==> config.mk <==
export PLATFORM = sky130hd
export DESIGN_NAME = operand_fifo
export DESIGN_NICKNAME = d
export VERILOG_FILES = /design/src/rtl/operand_fifo.sv
export SDC_FILE = /design/constraint.sdc
export NUM_CORES = 1
export LEC_CHECK = 0
export CORE_MARGIN = 4
export CORE_UTILIZATION = 43
export CTS_BUF_LIST = sky130_fd_sc_hd__clkbuf_4
export DETAILED_ROUTE_END_ITERATION = 6
export PLACE_DENSITY = 0.77
export SKIP_LAST_GASP = 1
export SYNTH_ARGS = -nofsm -noshare
export SYNTH_HDL_FRONTEND = slang
export SYNTH_SLANG_ARGS = --single-unit
==> constraint.sdc <==
create_clock -name clk -period 2.95 [get_ports clk]
set_clock_uncertainty 0.05 [all_clocks]
set_input_delay 0.295 -clock clk [delete_from_list [all_inputs] [get_ports clk]]
set_output_delay 0.295 -clock clk [all_outputs]
set_load 0.01 [all_outputs]
==> src/rtl/operand_fifo.sv <==
// Operand-pair FIFO feeding the adder datapath.
// First-word fall-through circular buffer with flush.
module operand_fifo #(
    parameter int WIDTH = 4,
    parameter int DEPTH = 4
) (
    input  logic                     clk,
    input  logic                     rst,
    input  logic                     in_valid,
    output logic                     in_ready,
    input  logic [WIDTH-1:0]         in_a,
    input  logic [WIDTH-1:0]         in_b,
    input  logic                     flush,
    output logic                     out_valid,
    input  logic                     out_ready,
    output logic [WIDTH-1:0]         out_a,
    output logic [WIDTH-1:0]         out_b,
    output logic [$clog2(DEPTH):0]   count,
    output logic                     full,
    output logic                     empty
);

    localparam int AW = $clog2(DEPTH);
    localparam int CW = AW + 1;

    logic [2*WIDTH-1:0] mem [DEPTH];
    logic [AW-1:0]      wr_ptr;
    logic [AW-1:0]      rd_ptr;
    logic [CW-1:0]      cnt;
    logic               push;
    logic               pop;

    assign full      = (cnt == CW'(DEPTH));
    assign empty     = (cnt == '0);
    assign in_ready  = !full;
    assign out_valid = !empty;
    assign count     = cnt;
    assign push      = in_valid && in_ready;
    assign pop       = out_valid && out_ready;

    assign {out_a, out_b} = mem[rd_ptr];

    // Data storage carries no reset; stale contents are hidden by out_valid.
    always_ff @(posedge clk) begin
        if (push && !flush && !rst) begin
            mem[wr_ptr] <= {in_a, in_b};
        end
    end

    always_ff @(posedge clk) begin
        if (rst || flush) begin
            wr_ptr <= '0;
            rd_ptr <= '0;
            cnt    <= '0;
        end else begin
            if (push) begin
                wr_ptr <= wr_ptr + AW'(1);
            end
            if (pop) begin
                rd_ptr <= rd_ptr + AW'(1);
            end
            if (push && !pop) begin
                cnt <= cnt + CW'(1);
            end else if (pop && !push) begin
                cnt <= cnt - CW'(1);
            end
        end
    end

endmodule

* Word level (Yosys, flattened, before mapping)
Memories as Yosys holds them, arrays and structs flattened. A register that Yosys moved wholly into a read port is not among the register bits.
Cells that the tools add are included.
** Storage, ports and cells
- Register bits :: 7
- Latch bits :: 0
- Bits in writable memories :: 32
- ROM bits :: 0
- Input port bits :: 13
- Output and inout bits :: 15
- Memories kept :: 1
** Memories
- mem :: depth 4, bits a word 8, rd ports 1, clocked after memory_dff 1, wr ports 1, RTL line 26 : logic [2*WIDTH-1:0] mem [DEPTH];
** Operators by class
- $add $sub $neg :: 4
- $mul :: 0
- Div/mod/pow operators :: 0
- Order comparisons :: 0
- Eq/ne operators :: 1
- Shift operators :: 0
- Multiplexer cells :: 6
- Bitwise gates (word level) :: 0
- Reduce and logical (&&, ||, !) cells :: 15
** Operators with widths (count)
- $logic_and A1 B1 Y1 :: 6
- $logic_not A1 Y1 :: 6
- $mux W3 :: 2
- $add A2 B1 Y2 const B :: 2
- $mux W2 :: 2
- $add A3 B1 Y3 const B :: 1
- $eq A3 B3 Y1 const B :: 1
- $logic_not A3 Y1 :: 1
- $sub A3 B1 Y3 const B :: 1
- $mux W1 :: 2
- $reduce_bool A2 Y1 :: 1
- $logic_or A1 B1 Y1 :: 1

* Logic depth before layout (Yosys ltp)
Gate-level depths: netlist (run 1).
- Word-level depth :: 7
- Gate-level depth with buffers :: 10
- Gate-level depth less buffers :: 8

* Worst setup path before layout (run 1)
Ideal clock, no wire load.
- Path type :: register -> register
- From :: register cnt[0], in the netlist count[0]
- To :: register cnt[2], in the netlist count[2]
- Library setup time :: 0.070 ns
- Arrival :: 2.222 ns
- Required time :: 2.830 ns
- Slack :: 0.608 ns
- Cell stages (with the launch flop) :: 11
- Period minus slack after synthesis :: 2.342 ns
- Cells stage by stage :: dfxtp_1 or3b_1 buf_6 and2_4 buf_6 ha_1 inv_1 fa_1 xor2_1 or3_2 a21oi_1
** Between the ends
- Word-level cells in the longest chain between the ends :: 6
- Elaborated cells between the ends (all ways) :: 15
** Ends and longest elaborated chain
- start: declaration :: RTL line 29 : logic [CW-1:0] cnt;
- start signal: assignment :: RTL line 63 : cnt <= cnt + CW'(1);
- start signal: assignment :: RTL line 65 : cnt <= cnt - CW'(1);
- $eq A3 B3 Y1 (*) :: RTL line 33 : assign full = (cnt == CW'(DEPTH));
- $logic_not A1 Y1 (*) :: RTL line 35 : assign in_ready = !full;
- named net in_ready :: RTL line 10 : output logic in_ready,
- $logic_and A1 B1 Y1 (*) :: RTL line 38 : assign push = in_valid && in_ready;
- named net push :: RTL line 30 : logic push;
- $logic_not A1 Y1 :: RTL line 64 : end else if (pop && !push) begin
- $logic_and A1 B1 Y1 :: RTL line 64
- $reduce_bool A2 Y1 (no source line)
The timed path passes the listed nets; every way through them passes the cells marked *. The select of a mux whose other input is x is not followed.
A chain may end at the register's enable or synchronous reset.

==> flow_summary.yaml, run 1 <==
run_status:
  outcome: "complete, no violations"
yosys:
  yosysWarningCount: 0
  synth_async_sr_flop_share_pct: 0
  synth_flop_cell: "sky130_fd_sc_hd__edfxtp_1"
  yosys_register_bits: 41
  ys_seq_area_share_pct: 68.9
  postSynthAreaPerCell_um2: 17.6
  post-synth-top-area-cell: "sky130_fd_sc_hd__edfxtp_1"
  synthesis.nets: 113
  mappedNetlistArea_um2: 1660
  synth.top_cells.by_area: "sky130_fd_sc_hd__edfxtp_1 (58%), sky130_fd_sc_hd__dfxtp_1 (11%), sky130_fd_sc_hd__mux4_2 (11%)"
  synth.most_common_cell: "sky130_fd_sc_hd__edfxtp_1"
  synth_enable_flop_cells: 32
  synth_commonest_cells: "sky130_fd_sc_hd__edfxtp_1 (32), sky130_fd_sc_hd__dfxtp_1 (9), sky130_fd_sc_hd__mux4_2 (8)"
  post_synth_inst_count: 94
  synth_top_cell_area_share_pct: 58.0
  ys_types: 27
worst_setup_path:
  crit_path_end_kind: "output port"
  critPathKind: "reg -> out"
  arrival_ps: 2110
  worstPathMaxFanout: 8
  type_of_element_launching_the_critical_path: "flop"
  worstPathRequired_ps: 2610
die:
  dieHeight_um: 70.1
  floorplan.die_area_um2: 4910
  floorplan.rows: 22
  die_w_um: 70.1
  top_level_ports: 28
  design.core.area_um2: 3690
  starting_utilization_of_the_core_area_pct: 44.9
place:
  dpl-instance-area_um2: 1950
  gp_congestion: 0.741
  dpl.hpwl_um: 1910
  placement.io_buffers: 27
timing:
  fmax_mhz: 408
  layout_worst_path_cycle_share_pct: 83.1
  timing.final.max_slew_violations: 0
  hold_viol_final: 0
  max-slew-margin-rel_pct: 62.7
  setup_viol_count_final: 0
  setup_total_negative_slack_ps: 0
  tightestPinTransition_ps: 559
  min_period_ps: 2450
  rsz0062_at_grt: "no"
clock_tree:
  clock_sinks: 41
  cts_tree: "done"
  cts_hold_repair.buffers: 0
  clkTransAtPathRegs_ps: 110
  clockRootBuffer: "sky130_fd_sc_hd__clkbuf_4"
  post-cts-setup-buffers: 0
  insertion_delay_ps: 350
  tritoncts.num_buffers: 5
  post_cts.resized_instances: 0
  cts-htree-levels: 2
  cts-root-to-sink-buffers: 2
detailed_routing:
  m1_wire_length_um: 1140
  top_layer: "met4"
  remaining_drc_errors: 0
  route.met3.wl_um: 166
  postRouteAntennaNets: 0
  routed_wirelength_um: 2680
  wire_per_inst_um: 15.6
  initialDrtViolationCount: 35
  avg_vias_per_cell: 4.98
  dr.pass1.iters: 3
  met2WireLength_um: 1320
  detailroute.via_count: 857
finish:
  drive_above_1_share_pct: 19.4
  area_growth_pct: 21.2
  finalInstanceArea_um2: 2010
  diodes: 0
  num-fill-cells: 322
  finish.net_count: 142
  finish.utilization_pct: 54.4
pwr:
  cellPowerDensity_nw_per_um2: 528
  worst_ir_drop_vdd_uv: 357
  static-leakage-power_nw: 0.690
run:
  drv_cap: 0
global_route:
  antenna_violations_before_repair: 0
  global_route_wire_length_before_repair_um: 4660
  grt_start_max_net_pins: 14
  gr-total-overflow: 0
  grt.total_usage_pct: 12.4
  grt_pass1_vias: 992
worst_hold_path:
  hp-class: "reg -> reg"
==> cell usage in the layout, fill, tap and decap left out <==
master,count
sky130_fd_sc_hd__and3_1,1
sky130_fd_sc_hd__a21o_2,1
sky130_fd_sc_hd__nand3_1,1
sky130_fd_sc_hd__or3_2,2
sky130_fd_sc_hd__ha_1,5
sky130_fd_sc_hd__inv_1,5
sky130_fd_sc_hd__o31ai_1,1
sky130_fd_sc_hd__clkbuf_4,6
sky130_fd_sc_hd__dfxtp_1,9
sky130_fd_sc_hd__mux2i_1,1
sky130_fd_sc_hd__and2_4,1
sky130_fd_sc_hd__and3_2,3
sky130_fd_sc_hd__nand4_1,1
sky130_fd_sc_hd__fa_1,1
sky130_fd_sc_hd__o21ai_0,1
sky130_fd_sc_hd__clkinv_1,1
sky130_fd_sc_hd__o311ai_0,1
sky130_fd_sc_hd__mux4_2,8
sky130_fd_sc_hd__o31ai_2,1
sky130_fd_sc_hd__or3b_1,1
sky130_fd_sc_hd__edfxtp_1,32
sky130_fd_sc_hd__clkdlybuf4s50_1,27
sky130_fd_sc_hd__nor2_1,6
sky130_fd_sc_hd__a21oi_1,2
sky130_fd_sc_hd__or2_2,1
sky130_fd_sc_hd__clkinvlp_4,1
sky130_fd_sc_hd__xor2_1,4
==> stage by stage <==
stage | hold slack, ps | std cells | worst slack [ps] | power (mW)
4_1_cts | 493 | 172 | 449 | 1.08
2_1_floorplan | 344 | 94 | 608 | 0.739
6_report | 489 | 172 | 500 | 1.06
5_1_grt | 509 | 172 | 350 | 1.12
3_5_place_dp | 467 | 164 | 487 | 0.809
3_3_place_gp | 462 | 164 | 563 | 0.804
==> routing by layer <==
layer	track usage (%)	up-vias
met3	5.04	7
met4	4.47	0
met1	14.6	410
met5	0	-
li1	-	414
met2	20.5	26
==> state kept, by name, summed over array words and instances, names as in the netlist, named ones only <==
| signal | count |
|---|---|
| mem | 32 |
| count | 3 |
| rd_ptr | 2 |
| wr_ptr | 2 |
==> layout make-up <==
cell class                      instances  area [um^2]  share of cell area [%]
Sequential cell                        41         1140                    56.8
Tap cell                               48         60.1                    2.99
Timing Repair Buffer                   27          270                    13.5
Multi-Input combinational cell         43          462                    23.0
Clock buffer                            6         45.0                    2.24
Inverter                                5         18.8                   0.935
Clock inverter                          2         11.3                   0.561
==> critical path, cell delays in order, from the launching register on <==
cell and delay (ps):
sky130_fd_sc_hd__dfxtp_1 690, sky130_fd_sc_hd__mux4_2 580, sky130_fd_sc_hd__clkdlybuf4s50_1 500
==> power by group <==
group / switching (mW) / leakage (nW) / internal (mW)
clock: 0.166 / 0.0293 / 0.0999
sequential: 0.0151 / 0.362 / 0.634
combinational: 0.0606 / 0.299 / 0.0852
total: 0.242 / 0.690 / 0.819
==> cell families (layout without fill, tap and decap cells) <==
family | Yosys count | count (layout) | share of synthesized area (%)
flip-flops | 41 | 41 | 68.9
AND/OR/NAND/NOR | 17 | 17 | 6.12
XOR/XNOR | 4 | 4 | 2.11
buffers and inverters | 10 | 40 | 3.25
multiplexers | 9 | 9 | 11.5
adder cells (fa/ha/maj) | 6 | 6 | 4.98
AO/OA/AOI/OAI | 7 | 7 | 3.17
==> worst paths after layout <==
path / start / slack (ps) / cells past startpoint / to
max: flop / 500 / 2 / out_b[2]
min: rd_ptr[1]$_SDFFE_PP0P_ / 490 / 2 / rd_ptr[1]$_SDFFE_PP0P_
max reg2reg: count[0]$_SDFFE_PP0P_ / 570 / 8 / count[2]$_SDFFE_PP0P_
min reg2reg: rd_ptr[1]$_SDFFE_PP0P_ / 490 / 2 / rd_ptr[1]$_SDFFE_PP0P_
No activity file was read; power rests on OpenSTA's default activity.
==> run 2, diff against run 1 <==
Clock period 2.95 ns to 2.38 ns, I/O delays scaled along.
==> run 2 against run 1 <==
  * Worst hold slack worse by 11 ps
  * Register-to-register slack worse by 400 ps
  * Sequential share of layout area is 1.5 points lower
  * Final area is 3.0% higher
  * Combinational power is 37% higher
  * Final cell count is 2.3% higher
  * Via count is 3.6% higher
  * Global-route usage is 0.79 points higher
  * Critical path type is now reg -> reg
  * Critical endpoint is now count[2]$_SDFFE_PP0P_
  * Largest cell class unchanged
  * Largest power group unchanged
  * Highest routed layer unchanged
==> flow_summary.yaml, run 2 (synthesis gave the netlist of run 1 again) <==
run_status:
  outcome: "complete, no violations"
global_route:
  gr-usage-met3_pct: 5.04
  grtUsageMet2_pct: 22.4
  grt_pass1_vias: 1038
  global_route.usage.met1_pct: 15.4
  top_usage_layer: "met2"
  grt_start_max_net_pins: 14
  gr-total-overflow: 0
  global_route_wire_length_before_repair_um: 4990
  grt.total_usage_pct: 13.2
  antenna_violations_before_repair: 0
worst_setup_path:
  worstPathRequired_ps: 2610
  crit_path_end_kind: "flop"
  critPathKind: "reg -> reg"
  reg2reg_setup_slack_ps: 170
  worstPathMaxFanout: 7
  arrival_ps: 2440
  type_of_element_launching_the_critical_path: "flop"
finish:
  finalInstanceArea_um2: 2070
  finalNonFillerCells: 176
  diodes: 0
  largest_register: "mem"
  multiInputGateArea_um2: 467
  area_growth_pct: 24.8
  seq_area_um2: 1140
  finish.net_count: 146
  layout_common_cells: "sky130_fd_sc_hd__edfxtp_1 (32), sky130_fd_sc_hd__clkdlybuf4s50_1 (27), sky130_fd_sc_hd__mux4_2 (8), sky130_fd_sc_hd__dfxtp_1 (7), sky130_fd_sc_hd__nor2_1 (6)"
  drive_above_1_share_pct: 24.2
  layout.cells.most_common: "sky130_fd_sc_hd__edfxtp_1"
  num-fill-cells: 310
  largest_reg_flops: 32
place:
  placement.io_buffers: 27
  gp_congestion: 0.730
  dpl-instance-area_um2: 1980
  placed_cells_incl_taps: 168
  dpl.hpwl_um: 1980
clock_tree:
  clockRootBuffer: "sky130_fd_sc_hd__clkbuf_4"
  cts_hold_repair.buffers: 0
  cts-htree-levels: 2
  insertion_delay_ps: 350
  tritoncts.num_buffers: 5
  post-cts-setup-buffers: 0
  clock_sinks: 41
  clkTransAtPathRegs_ps: 110
  cts-root-to-sink-buffers: 2
  cts_tree: "done"
detailed_routing:
  postRouteAntennaNets: 0
  remaining_drc_errors: 0
  avg_vias_per_cell: 5.05
  wire_per_inst_um: 15.9
  initialDrtViolationCount: 19
  routed_wirelength_um: 2800
  detailroute.via_count: 888
  dr.pass1.iters: 4
timing:
  setup_viol_count_final: 0
  hold_slack_ps: 478
  layout_worst_path_cycle_share_pct: 93.0
  fmax_mhz: 452
  setup_total_negative_slack_ps: 0
  min_period_ps: 2210
  rsz0062_at_grt: "no"
  timing.final.max_slew_violations: 0
  tightestPinTransition_ps: 493
  hold_viol_final: 0
  max-slew-margin-rel_pct: 66.7
die:
  dieHeight_um: 70.1
  floorplan.rows: 22
  design.core.area_um2: 3690
  floorplan.die_area_um2: 4910
  top_level_ports: 28
  starting_utilization_of_the_core_area_pct: 44.9
  die_w_um: 70.1
pwr:
  worst_ir_drop_vdd_uv: 343
  cellPowerDensity_nw_per_um2: 693
  static-leakage-power_nw: 0.719
  power_mw: 1.43
run:
  drv_cap: 0
worst_hold_path:
  hp-class: "in -> reg"
-- run 2: cell count changes in the layout (fill, tap and decap cells not counted) --
cell                        previous run  this run
sky130_fd_sc_hd__buf_4                 0         4
sky130_fd_sc_hd__dfxtp_1               9         7
sky130_fd_sc_hd__dfxtp_2               0         2
sky130_fd_sc_hd__bufinv_16             0         1
sky130_fd_sc_hd__clkbuf_4              6         5
sky130_fd_sc_hd__o31ai_1               1         0
sky130_fd_sc_hd__o31ai_2               1         2
-- run 2: timing repair --
action                                 CTS  global route
setup endpoints to repair                0             1
endpoints found under the hold margin    0             0
resized for setup                        0             3
-- run 2: stage by stage --
| step | util (%) | worst slack, ps |
|---|---|---|
| 2_1_floorplan | - | 38.0 |
| 5_1_grt | 56.1 | 31.0 |
| 3_5_place_dp | 53.7 | 8.99 |
| 4_1_cts | 55.9 | 74.4 |
| 3_3_place_gp | 53.7 | 99.3 |
| 6_report | 56.1 | 167 |
-- run 2: report_power, final --
part | total, mW | switching [mW] | internal [mW]
clock | 0.434 | 0.217 | 0.217
sequential | 0.799 | 0.0127 | 0.787
combinational | 0.200 | 0.0864 | 0.113
-- run 2: path summary, 6_finish.rpt --
check / cells past startpoint / startpoint / endpoint
worst min-delay path: 1 / in_b[0] / mem[0][0]$_DFFE_PP_
worst max register to register: 8 / count[1]$_SDFFE_PP0P_ / count[2]$_SDFFE_PP0P_
worst max-delay path: 8 / count[1]$_SDFFE_PP0P_ / count[2]$_SDFFE_PP0P_
worst min register to register: 2 / count[2]$_SDFFE_PP0P_ / count[2]$_SDFFE_PP0P_
-- run 2: critical path, cell delays in order, from the launching register on --
cell,delay (ps)
sky130_fd_sc_hd__dfxtp_2,430
sky130_fd_sc_hd__or3b_1,170
sky130_fd_sc_hd__and2_4,180
sky130_fd_sc_hd__ha_1,180
sky130_fd_sc_hd__inv_1,60
sky130_fd_sc_hd__fa_1,370
sky130_fd_sc_hd__xor2_1,160
sky130_fd_sc_hd__or3_2,410
sky130_fd_sc_hd__a21oi_1,150
-- run 2: cell type report --
| type | instances | area share [%] |
|---|---|---|
| clock buffers | 5 | 1.81 |
| well taps | 48 | 2.90 |
| flip-flops and latches | 41 | 55.3 |
| clock inverters | 3 | 2.00 |
| inverters | 5 | 0.907 |
| multi-input cells | 43 | 22.6 |
| repair buffers | 31 | 14.5 |
-- run 2: per-layer routing --
metal  share of wire, %  vias up  routed length [um]
met1                 42      432                1170
met5                  0        -                   0
met3                5.5        3                 155
li1                   -      422                   -
met2                 51       31                1440
met4                1.1        0                  32
